### src/rtl/dmem_bridge.sv
// Data-memory bridge: CPU load/store port plus buffered camera writes sharing RAM port A.
// Optional DMEM_BRIDGE_STATS_EN adds pop and stall counters; otherwise the stat outputs read 0.
module dmem_bridge #(
    parameter int ADDR_W         = 16,
    parameter int DATA_W         = 32,
    parameter int CAM_FIFO_DEPTH = 4
) (
    input  logic              clk,
    input  logic              reset,
    input  logic [31:0]       cpu_addr,
    input  logic [DATA_W-1:0] cpu_wdata,
    input  logic              cpu_we,
    input  logic              cpu_re,
    output logic [DATA_W-1:0] cpu_rdata,
    output logic              cpu_stall,
    output logic              cpu_err,
    input  logic              cam_valid,
    input  logic [ADDR_W-1:0] cam_addr,
    input  logic [DATA_W-1:0] cam_data,
    output logic              cam_ready,
    output logic [ADDR_W-1:0] ram_address,
    output logic [DATA_W-1:0] ram_data,
    output logic              ram_wren,
    input  logic [DATA_W-1:0] ram_q,
    output logic [31:0]       stat_cam_wr,
    output logic [31:0]       stat_stall
);

    localparam int PTR_W = $clog2(CAM_FIFO_DEPTH);
    localparam int CNT_W = PTR_W + 1;
    localparam logic [CNT_W-1:0] DEPTH_C = CNT_W'(CAM_FIFO_DEPTH);

    typedef enum logic [1:0] {IDLE, RD_WAIT, RD_DONE} state_t;

    state_t             state_q, state_d;
    logic [DATA_W-1:0]  rdata_q, rdata_d;
    logic               err_q, err_d;
    logic [ADDR_W-1:0]  fifo_addr_q [CAM_FIFO_DEPTH];
    logic [DATA_W-1:0]  fifo_data_q [CAM_FIFO_DEPTH];
    logic [PTR_W-1:0]   wr_ptr_q, rd_ptr_q;
    logic [CNT_W-1:0]   count_q;

    logic               fifo_full, fifo_empty, push, pop, in_range;
    logic [ADDR_W-1:0]  cpu_word;
    logic [1:0]         unused_addr_bits;

    assign cpu_word         = cpu_addr[ADDR_W+1:2];
    assign in_range         = (cpu_addr[31:ADDR_W+2] == '0);
    assign unused_addr_bits = cpu_addr[1:0];

    assign fifo_full  = (count_q == DEPTH_C);
    assign fifo_empty = (count_q == '0);
    assign cam_ready  = !fifo_full;
    assign push       = cam_valid && cam_ready;
    assign cpu_rdata  = rdata_q;
    assign cpu_err    = err_q;

    // NOTE: every signal written here gets a default first so no path leaves it unassigned (no latches).
    always_comb begin
        state_d     = state_q;
        rdata_d     = rdata_q;
        err_d       = err_q;
        pop         = 1'b0;
        cpu_stall   = 1'b0;
        ram_address = '0;
        ram_data    = '0;
        ram_wren    = 1'b0;
        case (state_q)
            IDLE: begin
                if (fifo_full) begin
                    pop       = 1'b1;
                    cpu_stall = cpu_we || cpu_re;
                end else if (cpu_we) begin
                    if (in_range) begin
                        ram_address = cpu_word;
                        ram_data    = cpu_wdata;
                        ram_wren    = 1'b1;
                    end else begin
                        err_d = 1'b1;
                    end
                end else if (cpu_re) begin
                    cpu_stall = 1'b1;
                    if (in_range) begin
                        ram_address = cpu_word;
                        state_d     = RD_WAIT;
                    end else begin
                        rdata_d = '0;
                        err_d   = 1'b1;
                        state_d = RD_DONE;
                    end
                end else begin
                    pop = !fifo_empty;
                end
            end
            RD_WAIT: begin
                cpu_stall = 1'b1;
                rdata_d   = ram_q;
                pop       = !fifo_empty;
                state_d   = RD_DONE;
            end
            RD_DONE: begin
                pop     = !fifo_empty;
                state_d = IDLE;
            end
            default: state_d = IDLE;
        endcase
        // A pop shares the single RAM port; the FSM only pops when the CPU is not using it.
        if (pop) begin
            ram_address = fifo_addr_q[rd_ptr_q];
            ram_data    = fifo_data_q[rd_ptr_q];
            ram_wren    = 1'b1;
        end
        if (!reset) begin
            pop         = 1'b0;
            cpu_stall   = 1'b0;
            ram_address = '0;
            ram_data    = '0;
            ram_wren    = 1'b0;
        end
    end

    // NOTE: sequential state uses non-blocking assignments so every register samples pre-edge values.
    always_ff @(posedge clk) begin
        if (!reset) begin
            state_q  <= IDLE;
            rdata_q  <= '0;
            err_q    <= 1'b0;
            wr_ptr_q <= '0;
            rd_ptr_q <= '0;
            count_q  <= '0;
        end else begin
            state_q <= state_d;
            rdata_q <= rdata_d;
            err_q   <= err_d;
            if (push) wr_ptr_q <= wr_ptr_q + PTR_W'(1);
            if (pop)  rd_ptr_q <= rd_ptr_q + PTR_W'(1);
            case ({push, pop})
                2'b10:   count_q <= count_q + CNT_W'(1);
                2'b01:   count_q <= count_q - CNT_W'(1);
                default: count_q <= count_q;
            endcase
        end
    end

    // NOTE: FIFO storage is not reset; the pointers and count alone define which entries are valid.
    always_ff @(posedge clk) begin
        if (push) begin
            fifo_addr_q[wr_ptr_q] <= cam_addr;
            fifo_data_q[wr_ptr_q] <= cam_data;
        end
    end

`ifdef DMEM_BRIDGE_STATS_EN
    logic [31:0] stat_cam_wr_q, stat_stall_q;

    always_ff @(posedge clk) begin
        if (!reset) begin
            stat_cam_wr_q <= '0;
            stat_stall_q  <= '0;
        end else begin
            if (pop)       stat_cam_wr_q <= stat_cam_wr_q + 32'd1;
            if (cpu_stall) stat_stall_q  <= stat_stall_q + 32'd1;
        end
    end

    assign stat_cam_wr = stat_cam_wr_q;
    assign stat_stall  = stat_stall_q;
`else
    assign stat_cam_wr = '0;
    assign stat_stall  = '0;
`endif

endmodule

### config.mk
export PLATFORM = sky130hd
export DESIGN_NAME = dmem_bridge
export DESIGN_NICKNAME = d
export VERILOG_FILES = /design/src/rtl/dmem_bridge.sv
export SDC_FILE = /design/constraint.sdc
export NUM_CORES = 1
export LEC_CHECK = 0
export BUFFER_PORTS_ARGS = -buffer_cell sky130_fd_sc_hd__clkbuf_2
export CORE_MARGIN = 5
export CORE_UTILIZATION = 52
export DETAILED_ROUTE_END_ITERATION = 10
export PLACE_DENSITY_LB_ADDON = 0.1
export SYNTH_ARGS = -nofsm -noshare
export SYNTH_HDL_FRONTEND = slang
export SYNTH_SLANG_ARGS = --single-unit
### constraint.sdc
create_clock -name clk -period 4.05 [get_ports clk]
set_input_delay 1.215 -clock clk [delete_from_list [all_inputs] [get_ports clk]]
set_output_delay 1.215 -clock clk [all_outputs]
set_load 0.02 [all_outputs]
==> results of run 1 <==
-- worst min-delay path by stage --
stage / from / endpoint / cells past startpoint
after floorplan: rd_ptr_q[1] / flop / 2
after global placement: rd_ptr_q[1] / flop / 2
after detailed placement: cpu_rdata[26] / cpu_rdata[26] / 1
after CTS: cpu_rdata[21] / cpu_rdata[21] / 1
after global routing: cpu_rdata[25] / cpu_rdata[25] / 1
final: cpu_rdata[21] / cpu_rdata[21] / 1
-- worst max-delay path, stage by stage --
cell	delay (ns)
clkbuf_2	0.09
nor4_2	0.27
buf_4	0.17
and4_4	0.29
nand4_4	0.19
clkbuf_16	0.24
o22ai_1	0.15
buf_4	0.16
-- synthesized netlist by cell type (2+ instances only) --
library cell,instances,area share [%]
nand2_1,8,0.30
o21ai_0,5,0.25
o22ai_1,40,2.5
buf_2,11,0.55
or3_1,2,0.12
a21oi_1,2,0.099
a22o_1,32,2.8
buf_6,10,1.1
buf_4,69,5.1
dfxtp_1,44,8.8
edfxtp_1,192,57
inv_1,106,4.0
o22ai_2,9,1.1
mux2i_1,2,0.20
clkbuf_1,3,0.11
mux4_2,48,11
a21boi_0,3,0.22
and3_1,5,0.31
nor2b_1,3,0.19
and2_1,6,0.37
nand4_4,2,0.42
o22ai_4,2,0.40
nand4_1,2,0.12
ha_1,8,0.99
xnor2_1,3,0.26
nor4_1,3,0.19
nor2_1,3,0.11
o211a_1,2,0.20
-- routing by layer --
layer  share of wire (%)  track usage (%)  vias up
met5                   0                0        -
met1                  39            23.23     2923
met3                 7.4            4.315       29
met2                  52            34.37      221
li1                    -                -     2737
met4                 1.8            4.348        0
-- layout make-up --
type	count	area [sq um]
flip-flops and latches	236	6651
inverters	106	397.9
repair buffers	247	1409
clock buffers	36	720.7
fillers	1445	6720
well taps	260	325.3
clock inverters	4	21.27
multi-input cells	265	2648
-- sequential cells by signal, summed over array words and instances, names as in the netlist, named ones only --
name and count:
cpu_err 1, count_q 3, wr_ptr_q 2, cpu_rdata 32
fifo_addr_q 64, rd_ptr_q 2, fifo_data_q 128, state_q 2
-- where the power goes --
part           internal, W  switching (W)
combinational     0.000678       0.000902
sequential         0.00285       0.000115
clock              0.00122       0.000834
total              0.00475        0.00185
-- through the flow --
step | instance area (sq um) | worst slack, ns | hold WS, ns | util [%]
after floorplan | 10300 | 0.2681 | 0.4489 | -
after global placement | 11280 | -0.03617 | 0.4537 | 59.72
after detailed placement | 11280 | -0.04967 | 0.4594 | 59.72
after CTS | 12070 | 0.0001048 | 0.4762 | 63.90
after global routing | 12170 | -0.02913 | 0.4880 | 64.43
final | 12170 | 0.06207 | 0.4766 | 64.43
-- cells by family after synthesis --
family / count (synthesis)
XOR/XNOR: 4
AND/OR/NAND/NOR: 40
flip-flops: 236
adder cells (fa/ha/maj): 9
other: 1
buffers and inverters: 200
multiplexers: 50
AO/OA/AOI/OAI: 98
-- timing repair --
action                                  in CTS  in global routing
gates cloned                                 1                  0
resized for setup                            8                 41
endpoints found under the setup margin      48                 30
setup buffers                                0                  1
pin swaps                                    2                  1
==> impl_metrics.env, run 1 <==
export IMPL_synth_top_family_by_area="multiplexers"
export IMPL_setup_viol=0
export IMPL_slew_violations=0
export IMPL_wl_per_cell_microns=18.82
export IMPL_gp_congestion=0.7578
export IMPL_crit_path_end="ram_address[7]"
export IMPL_p_per_area_mw_per_mm2=542.1
export IMPL_root_buffer="clkbuf_16"
export IMPL_fp_dieW_microns=149.1
export IMPL_fin_cells=1154
export IMPL_drive_above_1_share_pct=40.94
export IMPL_drv_cap=0
export IMPL_synth_simple_area_share_pct=2.636
export IMPL_status="finished clean"
export IMPL_criticalPathCategory="primary input to primary output"
export IMPL_die_area_sq_mm=0.02223
export IMPL_synthAdderAreaFrac_pct=1.194
export IMPL_cp_end_kind="primary output"
export IMPL_via_per_inst=5.121
export IMPL_grt_ovfl_total=0
export IMPL_timing_rr_start="state_q[1]"
export IMPL_synth_compound_area_share_pct=7.871
export IMPL_cts_tree="yes"
export IMPL_h_tree_depth=1
export IMPL_areaGrowthSynthToFinish_pct=20.98
export IMPL_syn_inst=638
export IMPL_cp_max_fo=8
export IMPL_routed_wl_microns=21720
export IMPL_antenna_found_initial=0
export IMPL_grt_max_degree=49
export IMPL_drt_iter0_markers=257
export IMPL_r2r_end="count_q[2]"
export IMPL_tightest_slew_ns=0.8735
export IMPL_fmax_mhz=250.8
export IMPL_muxShareOfSynthArea_pct=10.94
export IMPL_final_common_cell="clkbuf_2"
export IMPL_r2r_slack_ns=1.14
export IMPL_diodes=0
export IMPL_critPathLaunchType="primary input"
export IMPL_layout_nets=1039
export IMPL_syn_area_per_cell_sq_um=15.77
export IMPL_ys_seq_area_share_pct=66.05
export IMPL_io_pins=297
export IMPL_ys_async_sr_fraction_pct=0
export IMPL_dpl_hpwl_microns=14660
export IMPL_grt_pass1_wl_microns=33030
export IMPL_placement_rows=50
export IMPL_cts_max_path_buffers=3
export IMPL_synth_edf_count=192
export IMPL_synth_cell_types=41
export IMPL_synth_xor_area_share_pct=0.3482
export IMPL_crit_arrival_ns=2.77
export IMPL_clock_skew_ns=0.007469
export IMPL_final_cell_mix="clkbuf_2, edfxtp_1, inv_1"
export IMPL_synth_seq_cells=236
export IMPL_rsz0062_at_grt="true"
export IMPL_reg2regPathDepth=13
export IMPL_syn_area_sq_mm=0.01006
export IMPL_required_ns=2.83
export IMPL_drc_errors=0
export IMPL_dp_cells=1113
export IMPL_p_leak_nw=5.051
export IMPL_num_vias=5910
export IMPL_die_y_microns=149.1
export IMPL_clk_pin_slew_worst_paths_ns=0.05
export IMPL_track_usage_pct=18.98
export IMPL_drtPass1Iterations=4
export IMPL_postRouteAntennaNets=0
export IMPL_synth_main_ff_cell="edfxtp_1"
export IMPL_fin_tns_setup_ns=0
export IMPL_yosysWarnings=0
export IMPL_power_w=0.006599
export IMPL_start_util_pct=53.26
export IMPL_ctsHoldBuffers=0
export IMPL_period_minus_slack_ns=3.988
export IMPL_finalHoldViolCount=0
export IMPL_core_sq_mm=0.01889
export IMPL_max_slew_margin_rel_pct=41.77
export IMPL_startpoint="cpu_addr[27]"
export IMPL_cts_buffers=25
export IMPL_insertion_delay_ns=0.50
export IMPL_cts_num_sinks=236
export IMPL_hold_class="flop to flop"
export IMPL_period_share_pct=98.47
export IMPL_peakVddDrop_v=0.0003774
export IMPL_place_port_buffers=230
export IMPL_grt_pass1_vias=6219
(Power assumes the default switching activity.)
==> inputs of run 2 (changes only) <==
--- a/config.mk
+++ b/config.mk
@@ -7,7 +7,7 @@
 export LEC_CHECK = 0
 export BUFFER_PORTS_ARGS = -buffer_cell sky130_fd_sc_hd__clkbuf_2
 export CORE_MARGIN = 5
-export CORE_UTILIZATION = 52
+export CORE_UTILIZATION = 55
 export DETAILED_ROUTE_END_ITERATION = 10
 export PLACE_DENSITY_LB_ADDON = 0.1
 export SYNTH_ARGS = -nofsm -noshare
==> constraint.sdc (replaced) <==
create_clock -name clk -period 4.95 [get_ports clk]
set_input_delay 1.485 -clock clk [delete_from_list [all_inputs] [get_ports clk]]
set_output_delay 1.485 -clock clk [all_outputs]
set_load 0.02 [all_outputs]
==> run 2 against run 1 <==
Non-clock buffer count is 6 lower. First-iteration DRC count is 12% higher. Power is 17% lower. Critical path depth is 2 lower. Clock power is 13% lower. Cell count is 2.8% lower. Die area is 5.1% lower. Critical path type unchanged. Largest cell class unchanged.
==> impl_metrics.env, run 2 (synthesized netlist as in run 1, its figures left out) <==
export IMPL_final_common_cell="clkbuf_2"
export IMPL_antenna_found_initial=1
export IMPL_reg2regPathDepth=13
export IMPL_p_int_w=0.003891
export IMPL_postRouteAntennaNets=0
export IMPL_layout_nets=1033
export IMPL_clk_pin_slew_worst_paths_ns=0.06
export IMPL_root_buffer="clkbuf_16"
export IMPL_cp_top_family="simple AND/OR/NAND/NOR gates"
export IMPL_drv_cap=0
export IMPL_drive_above_1_share_pct=39.87
export IMPL_grt_pass1_vias=6114
export IMPL_grt_pass1_wl_microns=33060
export IMPL_switching_share_pct=28.72
export IMPL_via_per_inst=5.160
export IMPL_dpl_hpwl_microns=14640
export IMPL_min_delay_path_depth=2
export IMPL_critPathLaunchType="primary input"
export IMPL_r2r_slack_ns=1.82
export IMPL_placement_rows=49
export IMPL_drc_errors=0
export IMPL_die_y_microns=145.3
export IMPL_h_tree_depth=1
export IMPL_fin_tns_setup_ns=0
export IMPL_cts_buffers=25
export IMPL_cts_num_sinks=236
export IMPL_fp_dieW_microns=145.3
export IMPL_place_port_buffers=230
export IMPL_grt_max_degree=39
export IMPL_setup_viol=0
export IMPL_areaGrowthSynthToFinish_pct=18.71
export IMPL_drt_iter0_markers=288
export IMPL_hold_class="flop to flop"
export IMPL_postCtsSetupRepairBufs=0
export IMPL_regArea_sq_mm=0.006651
export IMPL_cp_end_kind="primary output"
export IMPL_tightest_slew_ns=0.8167
export IMPL_track_usage_pct=19.30
export IMPL_final_cell_mix="clkbuf_2, edfxtp_1, inv_1"
export IMPL_num_vias=5790
export IMPL_gp_congestion=0.7527
export IMPL_crit_chain="clkbuf_2, nor4_1, and4_2, nand4_4, o22ai_1, clkbuf_2"
export IMPL_min_delay_start="rd_ptr_q[1]"
export IMPL_diodes=0
export IMPL_drtPass1Iterations=4
export IMPL_rsz0062_at_grt="false"
export IMPL_p_comb_share_pct=22.4
export IMPL_p_per_area_mw_per_mm2=457.0
export IMPL_fmax_mhz=210.6
export IMPL_grt_ovfl_total=0
export IMPL_criticalPathCategory="primary input to primary output"
export IMPL_cp_num_buf_inv=2
export IMPL_cp_common_cell="clkbuf_2"
export IMPL_setup_ws_ns=0.2008
export IMPL_pwr_share_seq_pct=44.7
export IMPL_start_util_pct=56.01
export IMPL_required_ns=3.46
export IMPL_dp_slack_ns=0.08703
export IMPL_cpMaxStageDelayCell="and4_2"
export IMPL_largest_register_ffs=128
export IMPL_die_area_sq_mm=0.02110
export IMPL_largest_register="fifo_data_q"
export IMPL_power_share_clock_pct=32.8
export IMPL_clock_skew_ns=0.01856
export IMPL_p_leak_nw=4.990
export IMPL_slew_violations=0
export IMPL_status="finished clean"
export IMPL_cts_tree="yes"
export IMPL_crit_arrival_ns=3.26
export IMPL_io_pins=297
export IMPL_timing_rr_start="state_q[0]"
export IMPL_peakVddDrop_v=0.0003072
export IMPL_switchingPower_w=0.001568
export IMPL_cts_max_path_buffers=3
export IMPL_insertion_delay_ns=0.52
export IMPL_wl_per_cell_microns=18.75
export IMPL_period_minus_slack_ns=4.749
export IMPL_fill_cells=1334
export IMPL_core_sq_mm=0.01796
export IMPL_max_slew_margin_rel_pct=45.55
export IMPL_finalHoldViolCount=0
export IMPL_slowest_delay_ns=0.46
export IMPL_cp_max_fo=16
export IMPL_routed_wl_microns=21040
export IMPL_multiInputGateArea_sq_mm=0.002562
export IMPL_r2r_end="count_q[2]"
export IMPL_period_share_pct=95.94
-- run 2: cell types whose count changed in the layout (fill, tap and decap cells not counted), moves of 2 or more --
| cell | delta |
|---|---|
| o22ai_1 | +9 |
| buf_4 | -15 |
| inv_6 | +2 |
| nor4_1 | +3 |
| clkbuf_2 | +16 |
| clkbuf_8 | -3 |
| clkbuf_1 | -3 |
| buf_2 | -3 |
| clkinv_2 | +8 |
| buf_12 | -5 |
| nor4_2 | -2 |
| o22ai_2 | -9 |
-- run 2: how the worst max path moves through the flow --
| stage | to | start | slack, ns | cells past startpoint |
|---|---|---|---|---|
| 6_report | ram_address[6] | cpu_addr[22] | 0.20 | 6 |
| 5_1_grt | ram_address[6] | cpu_addr[22] | 0.03 | 6 |
| 3_3_place_gp | ram_address[7] | cpu_addr[22] | 0.21 | 6 |
| 3_5_place_dp | ram_address[6] | cpu_addr[22] | 0.09 | 6 |
| 4_1_cts | ram_address[6] | cpu_addr[22] | 0.08 | 6 |
| 2_1_floorplan | ram_data[30] | cpu_addr[19] | 0.63 | 6 |
-- run 2: power groups by stage --
stage               sequential (W)  combinational, W  clock (W)
floorplan                  0.00241          0.000964          0
global route               0.00247           0.00132    0.00192
detailed placement         0.00249           0.00124          0
finish                     0.00244           0.00122    0.00179
global placement           0.00248           0.00121          0
CTS                        0.00245           0.00124    0.00183
-- run 2: metal layers --
layer | global-route usage, % | part of all wire [%] | vias to the layer above
met1 | 23.31 | 39 | 2812
met4 | 4.991 | 2.3 | 2
li1 | - | - | 2723
met3 | 6.018 | 7.6 | 38
met2 | 33.86 | 51 | 215
met5 | 0 | 0.062 | -
-- run 2: worst register-to-register path, cell delays in order, from the launching register on --
cell	delay, ns
dfxtp_1	0.34
inv_1	0.08
ha_1	0.36
o21ba_2	0.20
o211a_1	0.21
nand2_2	0.26
buf_12	0.28
inv_1	0.09
ha_1	0.17
inv_1	0.06
fa_1	0.37
xor2_1	0.17
or3_1	0.31
a21boi_0	0.16
-- run 2: layout make-up --
class / count / share of cell area, %
multi-input cells: 265 / 21.45
clock inverters: 16 / 0.9846
inverters: 106 / 3.331
clock buffers: 29 / 5.719
flip-flops and latches: 236 / 55.68
well taps: 229 / 2.399
repair buffers: 241 / 10.43
-- run 2: what timing repair did --
action | in CTS | in global routing
resized for setup | 0 | 1
endpoints found under the setup margin | 0 | 14
hold buffers | 0 | 0
-- run 2: stage by stage --
step | hold WS, ns | util, % | total power [W] | instances | cell area [sq um]
after floorplan | 0.4489 | - | 0.003376 | 701 | 10300
after global placement | 0.4508 | 62.03 | 0.003693 | 1077 | 11140
after detailed placement | 0.4578 | 62.03 | 0.003731 | 1077 | 11140
after CTS | 0.4747 | 66.49 | 0.005528 | 1122 | 11940
after global routing | 0.4850 | 66.50 | 0.005709 | 1122 | 11950
final | 0.4686 | 66.50 | 0.005459 | 1122 | 11950
==> inputs of run 3 (changes only) <==
--- a/config.mk
+++ b/config.mk
@@ -5,6 +5,7 @@
 export SDC_FILE = /design/constraint.sdc
 export NUM_CORES = 1
 export LEC_CHECK = 0
+export ABC_AREA = 1
 export BUFFER_PORTS_ARGS = -buffer_cell sky130_fd_sc_hd__clkbuf_2
 export CORE_MARGIN = 5
 export CORE_UTILIZATION = 55
==> run 3 against run 2 <==
Die area increased by 8.0%. Highest routed layer unchanged. Clock skew decreased by 0.0045 ns. Critical endpoint is now ram_address[12]. Clock power down 4%. Cell count up 45%.
==> impl_metrics.env, run 3 <==
export IMPL_drtPass1Iterations=5
export IMPL_areaGrowthSynthToFinish_pct=17.09
export IMPL_diodes=0
export IMPL_cp_num_cells=12
export IMPL_switching_share_pct=37.38
export IMPL_largest_register="fifo_data_q"
export IMPL_synth_cell_types=31
export IMPL_r2r_slack_ns=2.02
export IMPL_clock_skew_ns=0.01403
export IMPL_synthAdderAreaFrac_pct=1.099
export IMPL_placement_rows=51
export IMPL_crit_path_end="ram_address[12]"
export IMPL_p_int_w=0.004009
export IMPL_crit_chain="clkbuf_2, inv_1, nand2_1, nand2_1, nand2_1, nand2_2, nand2_4, nand2_4, inv_2, nand3_1, nand2_1, clkbuf_2"
export IMPL_period_minus_slack_ns=4.558
export IMPL_max_slew_margin_rel_pct=32.69
export IMPL_synth_area_leader_cell="edfxtp_1"
export IMPL_drive_above_1_share_pct=23.33
export IMPL_final_common_cell="nand2_1"
export IMPL_drc_errors=0
export IMPL_muxShareOfSynthArea_pct=0
export IMPL_p_leak_nw=5.571
export IMPL_fp_dieW_microns=151.0
export IMPL_place_port_buffers=230
export IMPL_power_share_clock_pct=26.8
export IMPL_synth_edf_count=192
export IMPL_criticalPathCategory="primary input to primary output"
export IMPL_ys_async_sr_fraction_pct=0
export IMPL_peakVddDrop_v=0.0003130
export IMPL_cp_end_kind="primary output"
export IMPL_ctsHoldBuffers=0
export IMPL_ys_top_cells_by_count="nand2_1, edfxtp_1, nor2_1"
export IMPL_gp_congestion=0.7390
export IMPL_cts_tree="yes"
export IMPL_tightest_slew_ns=1.008
export IMPL_largest_register_ffs=128
export IMPL_synth_main_ff_cell="edfxtp_1"
export IMPL_start_util_pct=55.98
export IMPL_cp_top_family="simple AND/OR/NAND/NOR gates"
export IMPL_finalHoldViolCount=0
export IMPL_antenna_found_initial=1
export IMPL_cts_resized_gates=0
export IMPL_syn_area_per_cell_sq_um=9.623
export IMPL_reg2regPathDepth=12
export IMPL_insertion_delay_ns=0.53
export IMPL_drv_cap=0
export IMPL_die_y_microns=151.0
export IMPL_io_pins=297
export IMPL_pwr_share_seq_pct=39.0
export IMPL_critPathLaunchType="primary input"
export IMPL_clk_pin_slew_worst_paths_ns=0.06
export IMPL_setup_viol=0
export IMPL_h_tree_depth=1
export IMPL_ys_seq_area_share_pct=60.80
export IMPL_grt_pass1_wl_microns=38420
export IMPL_crit_arrival_ns=3.07
export IMPL_root_buffer="clkbuf_16"
export IMPL_fmax_mhz=219.4
export IMPL_final_cell_mix="nand2_1, clkbuf_2, edfxtp_1"
export IMPL_fin_tns_setup_ns=0
export IMPL_dpl_hpwl_microns=15980
export IMPL_synth_xor_area_share_pct=0
export IMPL_num_vias=8203
export IMPL_syn_inst=1136
export IMPL_synth_compound_area_share_pct=6.879
export IMPL_drt_iter0_markers=450
export IMPL_r2r_end="count_q[2]"
export IMPL_grt_max_degree=81
export IMPL_cts_max_path_buffers=3
export IMPL_p_comb_share_pct=34.2
export IMPL_rsz0062_at_grt="false"
export IMPL_core_sq_mm=0.01953
export IMPL_fin_cells=1624
export IMPL_slew_violations=0
export IMPL_timing_rr_start="state_q[0]"
export IMPL_startpoint="cpu_we"
export IMPL_routed_wl_microns=25210
export IMPL_cp_max_fo=19
export IMPL_required_ns=3.46
export IMPL_track_usage_pct=21.23
export IMPL_cp_num_buf_inv=4
export IMPL_status="finished clean"
export IMPL_cpMaxStageDelayCell="inv_2"
export IMPL_synth_top_family_by_area="simple AND/OR/NAND/NOR gates"
export IMPL_worst_hold_slack_ns=0.4791
export IMPL_synth_simple_area_share_pct=21.76
export IMPL_via_per_inst=5.051
export IMPL_period_share_pct=92.09
export IMPL_layout_nets=1499
export IMPL_synth_top_area_share_pct=52.74
export IMPL_fill_cells=1611
export IMPL_postRouteAntennaNets=0
export IMPL_power_w=0.006402
export IMPL_switchingPower_w=0.002393
export IMPL_postCtsSetupRepairBufs=0
export IMPL_slowest_delay_ns=0.34
export IMPL_die_area_sq_mm=0.02280
export IMPL_grt_ovfl_total=0
export IMPL_syn_area_sq_mm=0.01093
export IMPL_cts_buffers=25
export IMPL_grt_pass1_vias=7700
export IMPL_cp_common_cell="nand2_1"
export IMPL_wl_per_cell_microns=15.52
export IMPL_synth_area_leaders="edfxtp_1, nand2_1, dfxtp_1"
export IMPL_yosysWarnings=0
export IMPL_dp_cells=1579
export IMPL_synth_most_common_cell="nand2_1"
export IMPL_synth_seq_cells=236
export IMPL_hold_class="flop to flop"
export IMPL_p_per_area_mw_per_mm2=500.1
export IMPL_cts_num_sinks=236
[run 3: cell types whose count changed after synthesis, sizes merged, moves of 13 or more]
cell    previous run  this run
nand2              8       289
a22o              32         0
mux4              48         0
a21oi              2        56
o21ai              5        58
nand3              1       104
inv              106        55
nor2               3       158
o22ai             51        13
clkbuf             3        29
buf               91       104
[run 3: power groups by stage]
stage	sequential [W]	clock (W)	combinational, W
2_1_floorplan	0.00254	0	0.00161
3_3_place_gp	0.00253	0	0.00217
3_5_place_dp	0.00254	0	0.00220
4_1_cts	0.00250	0.00175	0.00221
5_1_grt	0.00252	0.00182	0.00244
6_report	0.00249	0.00172	0.00219
[run 3: logic make-up (layout without fill, tap and decap cells)]
group | Yosys count | in the layout
and+or+nand+nor | 565 | 565
DFF | 236 | 236
other | 1 | 64
buffers and inverters | 188 | 348
AOI/OAI and AO/OA | 137 | 137
adders and majority gates | 9 | 9
[run 3: area by class of cell]
type | instances | area [sq um] | share of cell area (%)
Clock inverter | 14 | 105.1 | 0.8211
Clock buffer | 31 | 648.1 | 5.064
Inverter | 55 | 206.4 | 1.613
Timing Repair Buffer | 248 | 1324 | 10.34
Multi-Input combinational cell | 775 | 3533 | 27.61
Sequential cell | 236 | 6651 | 51.96
Tap cell | 265 | 331.6 | 2.590
[run 3: layer usage]
metal  track usage [%]  share of wire (%)  vias to the layer above
met4             5.712                1.8                        2
met3             5.117                9.4                       41
met2             36.55                 49                      292
met1             27.01                 40                     3782
li1                  -                  -                     4086
met5                 0              0.052                        -
[run 3: stage by stage]
step	setup slack, ns	instance area (sq um)	utilization, %
floorplan	0.8209	11170	-
global placement	0.4113	12050	61.69
detailed placement	0.3943	12050	61.69
CTS	0.3899	12800	65.55
global route	0.2211	12800	65.55
finish	0.3916	12800	65.55
[run 3: worst min path at each step]
stage | start | end | slack [ns] | cells past startpoint
2_1_floorplan | state_q[1] | state_q[1] | 0.46 | 2
3_3_place_gp | cpu_err | cpu_err | 0.45 | 2
3_5_place_dp | cpu_err | cpu_err | 0.46 | 2
4_1_cts | cpu_err | cpu_err | 0.48 | 2
5_1_grt | cpu_err | cpu_err | 0.49 | 2
6_report | cpu_err | cpu_err | 0.48 | 2
[run 3: worst register-to-register path: cells and delay by family, from the launching register on]
kind / cells / cell delay, ns
and+or+nand+nor: 2 / 0.42
DFF: 1 / 0.34
adders and majority gates: 3 / 0.82
AOI/OAI and AO/OA: 5 / 0.89
buffers and inverters: 2 / 0.36
